File: config.mk
export PLATFORM = sky130hd
export DESIGN_NAME = microseq_unit_flat
export DESIGN_NICKNAME = d
export VERILOG_FILES = /design/src/rtl/microseq_unit_if.sv /design/src/rtl/microseq_unit.sv /design/src/flat_wrapper.sv
export SDC_FILE = /design/constraint.sdc
export NUM_CORES = 1
export LEC_CHECK = 0
export ABC_AREA = 1
export ABC_CLOCK_PERIOD_IN_PS = 2770
export CAP_MARGIN = 20
export CORE_ASPECT_RATIO = 2
export CORE_MARGIN = 10
export CORE_UTILIZATION = 42
export DETAILED_ROUTE_END_ITERATION = 6
export PLACE_DENSITY = 0.78
export SYNTH_ARGS = -nofsm -noshare
export SYNTH_HDL_FRONTEND = slang
export SYNTH_SLANG_ARGS = --single-unit
File: constraint.sdc
create_clock -name clk -period 2.77 [get_ports clk]
set_input_delay 0.554 -clock clk [delete_from_list [all_inputs] [get_ports clk]]
set_output_delay 0.554 -clock clk [all_outputs]
set_load 0.03 [all_outputs]
File: src/rtl/microseq_unit_if.sv
`default_nettype none
// ============================================================================
//  Module   : microseq_unit_if
//  Purpose  : Bundle of the micro-sequencer's datapath-facing signals:
//             ALU flags, interrupt request, stall, opcode, microcode ROM
//             address/data, micro-PC, control word and stack error flag.
//  Modports : master - the sequencer (drives rom_addr, upc, uinstruction,
//                      stack_err; receives everything else)
//             slave  - the surrounding datapath / ROM
//  Revision : 1.0 - initial release
// ============================================================================
interface microseq_unit_if #(
    parameter int OPC_W = 5,
    parameter int UPC_W = 4,
    parameter int UW    = 21
);
    localparam int RW = UW + UPC_W + 6;

    logic                   int_req;      // interrupt request level
    logic                   Z;            // ALU zero flag
    logic                   N;            // ALU negative flag
    logic                   C;            // ALU carry flag
    logic                   P;            // ALU parity flag
    logic                   stall;        // freeze sequencer this cycle
    logic [OPC_W-1:0]       opcode;       // current macro-instruction opcode
    logic [RW-1:0]          rom_data;     // microcode word at rom_addr
    logic [OPC_W+UPC_W-1:0] rom_addr;     // {opcode, upc}
    logic [UPC_W-1:0]       upc;          // registered micro-PC
    logic [UW-1:0]          uinstruction; // control word to datapath
    logic                   stack_err;    // sticky micro-stack error

    modport master (
        input  int_req, Z, N, C, P, stall, opcode, rom_data,
        output rom_addr, upc, uinstruction, stack_err
    );

    modport slave (
        output int_req, Z, N, C, P, stall, opcode, rom_data,
        input  rom_addr, upc, uinstruction, stack_err
    );
endinterface
`default_nettype wire

File: src/rtl/microseq_unit.sv
`default_nettype none
// ============================================================================
//  Module   : microseq_unit
//  Purpose  : Microprogram sequencer. Each cycle the word at {opcode, upc}
//             is decoded: its control-word field goes to the datapath and
//             its op/jcond/target fields choose the next micro-PC (next,
//             conditional jump, call, return, fetch, hold). Subroutine
//             returns use a small LIFO stack with a sticky error flag.
//  Ports    : clk  - clock, all state on rising edge
//             rst  - synchronous active-high reset
//             bus  - microseq_unit_if.master (flags, int, stall, opcode,
//                    rom_data in; rom_addr, upc, uinstruction, stack_err out)
//  Revision : 1.0 - initial release
// ============================================================================
module microseq_unit #(
    parameter int OPC_W   = 5,
    parameter int UPC_W   = 4,
    parameter int UW      = 21,
    parameter int STACK_D = 4
) (
    input  wire logic           clk,
    input  wire logic           rst,
    microseq_unit_if.master     bus
);
    localparam int RW   = UW + UPC_W + 6;
    localparam int SP_W = $clog2(STACK_D + 1);

    localparam logic [2:0] c_OP_NEXT  = 3'b000;
    localparam logic [2:0] c_OP_JUMP  = 3'b001;
    localparam logic [2:0] c_OP_CALL  = 3'b010;
    localparam logic [2:0] c_OP_RET   = 3'b011;
    localparam logic [2:0] c_OP_FETCH = 3'b100;
    localparam logic [2:0] c_OP_HOLD  = 3'b101;

    localparam logic [2:0] c_JC_INT   = 3'd6;

    // ------------------------------------------------------------------
    // State
    // ------------------------------------------------------------------
    logic [UPC_W-1:0] r_upc;
    logic [SP_W-1:0]  r_sp;
    logic             r_int_pend;
    logic             r_stack_err;
    logic [UPC_W-1:0] r_stack [STACK_D];

    // ------------------------------------------------------------------
    // Microcode word fields
    // ------------------------------------------------------------------
    logic [UW-1:0]    w_uinstr;
    logic [2:0]       w_op;
    logic [2:0]       w_jcond;
    logic [UPC_W-1:0] w_target;

    assign w_uinstr = bus.rom_data[RW-1:UPC_W+6];
    assign w_op     = bus.rom_data[UPC_W+5:UPC_W+3];
    assign w_jcond  = bus.rom_data[UPC_W+2:UPC_W];
    assign w_target = bus.rom_data[UPC_W-1:0];

    // ------------------------------------------------------------------
    // Condition select
    // ------------------------------------------------------------------
    logic w_cond;

    always_comb begin
        w_cond = 1'b0;
        case (w_jcond)
            3'd1:    w_cond = 1'b1;
            3'd2:    w_cond = bus.Z;
            3'd3:    w_cond = bus.N;
            3'd4:    w_cond = bus.C;
            3'd5:    w_cond = bus.P;
            3'd6:    w_cond = r_int_pend;
            default: w_cond = 1'b0;
        endcase
    end

    // ------------------------------------------------------------------
    // Stack top read: entry sp-1, selected by comparison so the index
    // never needs a width conversion for non-power-of-two depths.
    // ------------------------------------------------------------------
    logic [UPC_W-1:0] w_top;

    always_comb begin
        w_top = '0;
        for (int i = 0; i < STACK_D; i++) begin
            if (r_sp == SP_W'(i + 1)) begin
                w_top = r_stack[i];
            end
        end
    end

    logic w_empty;
    logic w_full;

    assign w_empty = (r_sp == '0);
    assign w_full  = (r_sp == SP_W'(STACK_D));

    // ------------------------------------------------------------------
    // Next-state decode
    // ------------------------------------------------------------------
    logic [UPC_W-1:0] w_upc_inc;
    logic [UPC_W-1:0] w_upc_nxt;
    logic             w_push;
    logic             w_pop;
    logic             w_clear;
    logic             w_err_set;
    logic             w_int_clr;

    assign w_upc_inc = r_upc + UPC_W'(1);

    always_comb begin
        w_upc_nxt = r_upc;
        w_push    = 1'b0;
        w_pop     = 1'b0;
        w_clear   = 1'b0;
        w_err_set = 1'b0;
        w_int_clr = 1'b0;
        if (!bus.stall) begin
            case (w_op)
                c_OP_JUMP: begin
                    w_upc_nxt = w_cond ? w_target : w_upc_inc;
                    w_int_clr = w_cond && (w_jcond == c_JC_INT);
                end
                c_OP_CALL: begin
                    if (w_cond) begin
                        w_upc_nxt = w_target;
                        w_int_clr = (w_jcond == c_JC_INT);
                        // A full stack still branches; only the push is lost.
                        if (w_full) begin
                            w_err_set = 1'b1;
                        end else begin
                            w_push = 1'b1;
                        end
                    end else begin
                        w_upc_nxt = w_upc_inc;
                    end
                end
                c_OP_RET: begin
                    if (w_empty) begin
                        w_upc_nxt = '0;
                        w_err_set = 1'b1;
                    end else begin
                        w_upc_nxt = w_top;
                        w_pop     = 1'b1;
                    end
                end
                c_OP_FETCH: begin
                    w_upc_nxt = '0;
                    w_clear   = 1'b1;
                end
                c_OP_HOLD: begin
                    w_upc_nxt = r_upc;
                end
                // NEXT and the two unused encodings all advance.
                default: begin
                    w_upc_nxt = w_upc_inc;
                end
            endcase
        end
    end

    // ------------------------------------------------------------------
    // Registers
    // ------------------------------------------------------------------
    always_ff @(posedge clk) begin
        if (rst) begin
            r_upc       <= '0;
            r_sp        <= '0;
            r_int_pend  <= 1'b0;
            r_stack_err <= 1'b0;
        end else begin
            r_upc <= w_upc_nxt;
            if (w_clear) begin
                r_sp <= '0;
            end else if (w_push) begin
                r_sp <= r_sp + SP_W'(1);
            end else if (w_pop) begin
                r_sp <= r_sp - SP_W'(1);
            end
            if (w_err_set) begin
                r_stack_err <= 1'b1;
            end
            // A new request in the same cycle as a consuming branch wins.
            if (bus.int_req) begin
                r_int_pend <= 1'b1;
            end else if (w_int_clr) begin
                r_int_pend <= 1'b0;
            end
        end
    end

    // Stack storage needs no reset: entries above sp are never read.
    generate
        for (genvar g = 0; g < STACK_D; g++) begin : g_stack
            always_ff @(posedge clk) begin
                if (!rst && w_push && (r_sp == SP_W'(g))) begin
                    r_stack[g] <= w_upc_inc;
                end
            end
        end
    endgenerate

    // ------------------------------------------------------------------
    // Outputs
    // ------------------------------------------------------------------
    assign bus.rom_addr     = {bus.opcode, r_upc};
    assign bus.upc          = r_upc;
    assign bus.uinstruction = bus.stall ? '0 : w_uinstr;
    assign bus.stack_err    = r_stack_err;

endmodule
`default_nettype wire

File: src/flat_wrapper.sv
// flat-port wrapper written by rule: the top's interface ports become plain ports
module microseq_unit_flat 
#(
    parameter int OPC_W   = 5,
    parameter int UPC_W   = 4,
    parameter int UW      = 21,
    parameter int STACK_D = 4
)
  (clk, rst, bus_int_req, bus_Z, bus_N, bus_C, bus_P, bus_stall, bus_opcode, bus_rom_data, bus_rom_addr, bus_upc, bus_uinstruction, bus_stack_err);
  microseq_unit_if #(.OPC_W(OPC_W), .UPC_W(UPC_W), .UW(UW)) bus_i ();
  input  wire logic clk;
  input  wire logic rst;
  input wire logic [$bits(bus_i.int_req)-1:0] bus_int_req;
  input wire logic [$bits(bus_i.Z)-1:0] bus_Z;
  input wire logic [$bits(bus_i.N)-1:0] bus_N;
  input wire logic [$bits(bus_i.C)-1:0] bus_C;
  input wire logic [$bits(bus_i.P)-1:0] bus_P;
  input wire logic [$bits(bus_i.stall)-1:0] bus_stall;
  input wire logic [$bits(bus_i.opcode)-1:0] bus_opcode;
  input wire logic [$bits(bus_i.rom_data)-1:0] bus_rom_data;
  output wire logic [$bits(bus_i.rom_addr)-1:0] bus_rom_addr;
  output wire logic [$bits(bus_i.upc)-1:0] bus_upc;
  output wire logic [$bits(bus_i.uinstruction)-1:0] bus_uinstruction;
  output wire logic [$bits(bus_i.stack_err)-1:0] bus_stack_err;
  assign bus_i.int_req = bus_int_req;
  assign bus_i.Z = bus_Z;
  assign bus_i.N = bus_N;
  assign bus_i.C = bus_C;
  assign bus_i.P = bus_P;
  assign bus_i.stall = bus_stall;
  assign bus_i.opcode = bus_opcode;
  assign bus_i.rom_data = bus_rom_data;
  assign bus_rom_addr = bus_i.rom_addr;
  assign bus_upc = bus_i.upc;
  assign bus_uinstruction = bus_i.uinstruction;
  assign bus_stack_err = bus_i.stack_err;
  microseq_unit #(.OPC_W(OPC_W), .UPC_W(UPC_W), .UW(UW), .STACK_D(STACK_D)) u_core (.clk(clk), .rst(rst), .bus(bus_i));
endmodule
==> summary.md <==
| Metric | Value |
|---|---|
| Antenna viol nets, final | 0 |
| Remaining DRCs | 0 |
| Reg clk slew, reported paths | 80 ps |
| Count of buffers from port buffering | 68 |
| Flop and latch count out of synthesis | 25 |
| Avg WL per Cell | 13.9 µm |
| CTS buffer count | 3 |
| RSZ-0062 raised after global routing | no |
| Longest Clk Path Bufs | 2 |
| Leak | 1.21 nW |
| Die width | 66.0 µm |
| Type of destination of the critical path | output port |
| Core area | 0.00409 mm² |
| IO Pins | 79 |
| Gr ovfl total | 0 |
| Post-CTS setup buffer count | 0 |
| Post-Syn Area | 0.00178 mm² |
| Clk sinks | 25 |
| Row cnt | 33 |
| Cells after synthesis | 250 |
| Initial Util | 43.4% |
| CP Launch Type | input pin |
| Share of the yosys chip area belonging to registers | 37.2% |
| Post-CTS Hold Fix Bufs | 0 |
| Vias in the first global route | 1797 |
| Combinational power share | 30.2% |
| CP arrival | 1680 ps |
| Ys Warns | 0 |
| M2 GR Usage | 28.2% |
| Initial antenna violation count | 0 |
| Crit Path Max Fanout | 9 |
| Global-route wire length before repair | 8420 µm |
| Max cap viols | 0 |
| Clk_lat worst skew | 270 ps |
| Initial drt markers | 66 |
| Post-DR vias/cell | 4.68 |
| Met1 Usage GRT | 12.5% |
| Final RePlAce weighted congestion | 0.887 |
| Max-slew headroom | 65.2% |
| Post-DP HPWL | 4440 µm |
| DR vias | 1723 |
| Area Overhead vs Synth | 39.9% |
| Skew final | 3.13 ps |
| NetSw | 282 µW |
| Distinct cells, synth | 27 |
| H-tree levels | 1 |
| HP Class | register to register |
| GR peak layer | met2 |
| Worst EP required | 2220 ps |
| CTS tree | done |
| Most frequent cells in the layout | nand2_1 (48), clkdlybuf4s50_1 (47), inv_1 (46) |
| Status | finished clean |
| Sw Ratio | 30.9% |
| PD cells | 367 mW/mm² |
| Final Cycle Share | 80.8% |
| Fin Setup TNS | 0 ps |
| Net Count, Synth | 301 |
| Fmax | 447 MHz |
| Crit path kind | input pin to output port |
| Number of fill cells in the layout | 383 |
| Placed Area | 0.00243 mm² |
| Routed WL | 5110 µm |
| Pin count of the biggest net entering global routing | 16 |
| # resized after CTS | 0 |
| Clock Power Share | 24.1% |
| Final nets | 368 |
| Root Buffer | clkbuf_8 |
| Mapped Avg Cell Area | 7.10 µm² |
| Min cycle time layout | 2240 ps |
| Post-route design area | 0.00248 mm² |
| Sequential power share | 45.8% |
| Antenna Cells | 0 |
| Die footprint | 0.00739 mm² |
| Layout cell share with drive strength beyond 1 | 14.2% |
| Gr usage total | 14.2% |
| Final Hold Viols | 0 |
| Met3 Use GR | 3.41% |
| Int Pwr | 630 µW |
| VDD IR max | 0.251 mV |
| Final Max Slew Viols | 0 |
| Die height | 112 µm |
| Commonest non-fill, non-tap cell in the layout | nand2_1 |
| Final setup viols | 0 |
| Worst slew pin tran | 518 ps |
| First drt pass iteration count | 4 |
routing by layer:
layer / share of wire (%) / vias up
li1: - / 903
met1: 32 / 764
met4: 2.0 / 0
met2: 60 / 49
met5: 0 / -
met3: 5.8 / 7
synth_stat cells:
cell	number	area, µm²
a21oi_1	13	65.1
buf_4	9	67.6
clkbuf_1	3	11.3
clkinv_1	1	3.75
dfxtp_1	9	180
edfxtp_1	16	480
ha_1	7	87.6
inv_1	46	173
inv_2	3	11.3
nand2_1	48	180
nand2_2	2	12.5
nand2_4	3	33.8
nand3_1	27	135
nand3_2	1	10.0
nand3_4	1	17.5
nand4_1	1	6.26
nor2_1	40	150
nor2_2	1	6.26
nor2_4	1	11.3
nor2_8	1	20.0
nor3_1	3	15.0
nor3_4	1	16.3
nor4_1	1	6.26
o21ai_0	6	30.0
o21ai_1	2	10.0
xnor2_1	2	17.5
xor2_1	2	17.5
state kept, by name, summed over array words and instances (netlist names):
register	flops
u_core.bus.upc	4
u_core.r_int_pend	1
u_core.r_stack	16
u_core.bus.stack_err	1
u_core.r_sp	3
stage by stage:
step	instances	total power, mW	setup slack (ps)	utilization [%]	hold slack (ps)
global route	368	0.952	459	60.8	476
global placement	364	0.701	487	59.6	444
finish	368	0.912	531	60.8	462
CTS	368	0.917	529	60.8	466
detailed placement	364	0.703	454	59.6	454
floorplan	250	0.590	749	-	455
power groups by stage:
| stage | Combinational [mW] | Clock (mW) | Sequential [mW] |
|---|---|---|---|
| 2_1_floorplan | 0.155 | 0 | 0.435 |
| 3_3_place_gp | 0.275 | 0 | 0.426 |
| 3_5_place_dp | 0.276 | 0 | 0.426 |
| 4_1_cts | 0.278 | 0.222 | 0.418 |
| 5_1_grt | 0.300 | 0.233 | 0.419 |
| 6_report | 0.275 | 0.219 | 0.417 |
critical path: stages:
cell and delay, ps:
clkdlybuf4s50_1 580, buf_4 250, nor2_1 120, buf_4 180
worst paths after layout:
path	startpoint	endpoint	slack (ps)	depth (start not counted)
max reg2reg	u_core.r_sp[0]	u_core.r_stack[1][0]	690	8
min reg2reg	u_core.bus.stack_err	u_core.bus.stack_err	460	2
min	u_core.bus.stack_err	u_core.bus.stack_err	460	2
max	bus_stall	bus_uinstruction[3]	530	4
cell type report:
cell class / instances / area (µm²) / share of cell area [%]
multi-input combinational: 163 / 848 / 34.2
timing repair buffer: 74 / 673 / 27.1
sequential: 25 / 661 / 26.6
inverter: 50 / 188 / 7.56
tap: 52 / 65.1 / 2.62
clock buffer: 3 / 41.3 / 1.66
clock inverter: 1 / 7.51 / 0.302
logic make-up (layout without fill, tap and decap cells):
| group | after synthesis | count (layout) | share of synthesized area (%) |
|---|---|---|---|
| AOI/OAI and AO/OA | 21 | 21 | 5.92 |
| xor gates and xnor gates | 4 | 4 | 1.97 |
| adders and majority gates | 7 | 7 | 4.93 |
| buffers and inverters | 62 | 128 | 15.0 |
| DFF | 25 | 25 | 37.2 |
| and+or+nand+nor | 131 | 131 | 35.0 |
Power figures use the tool's default switching activity.
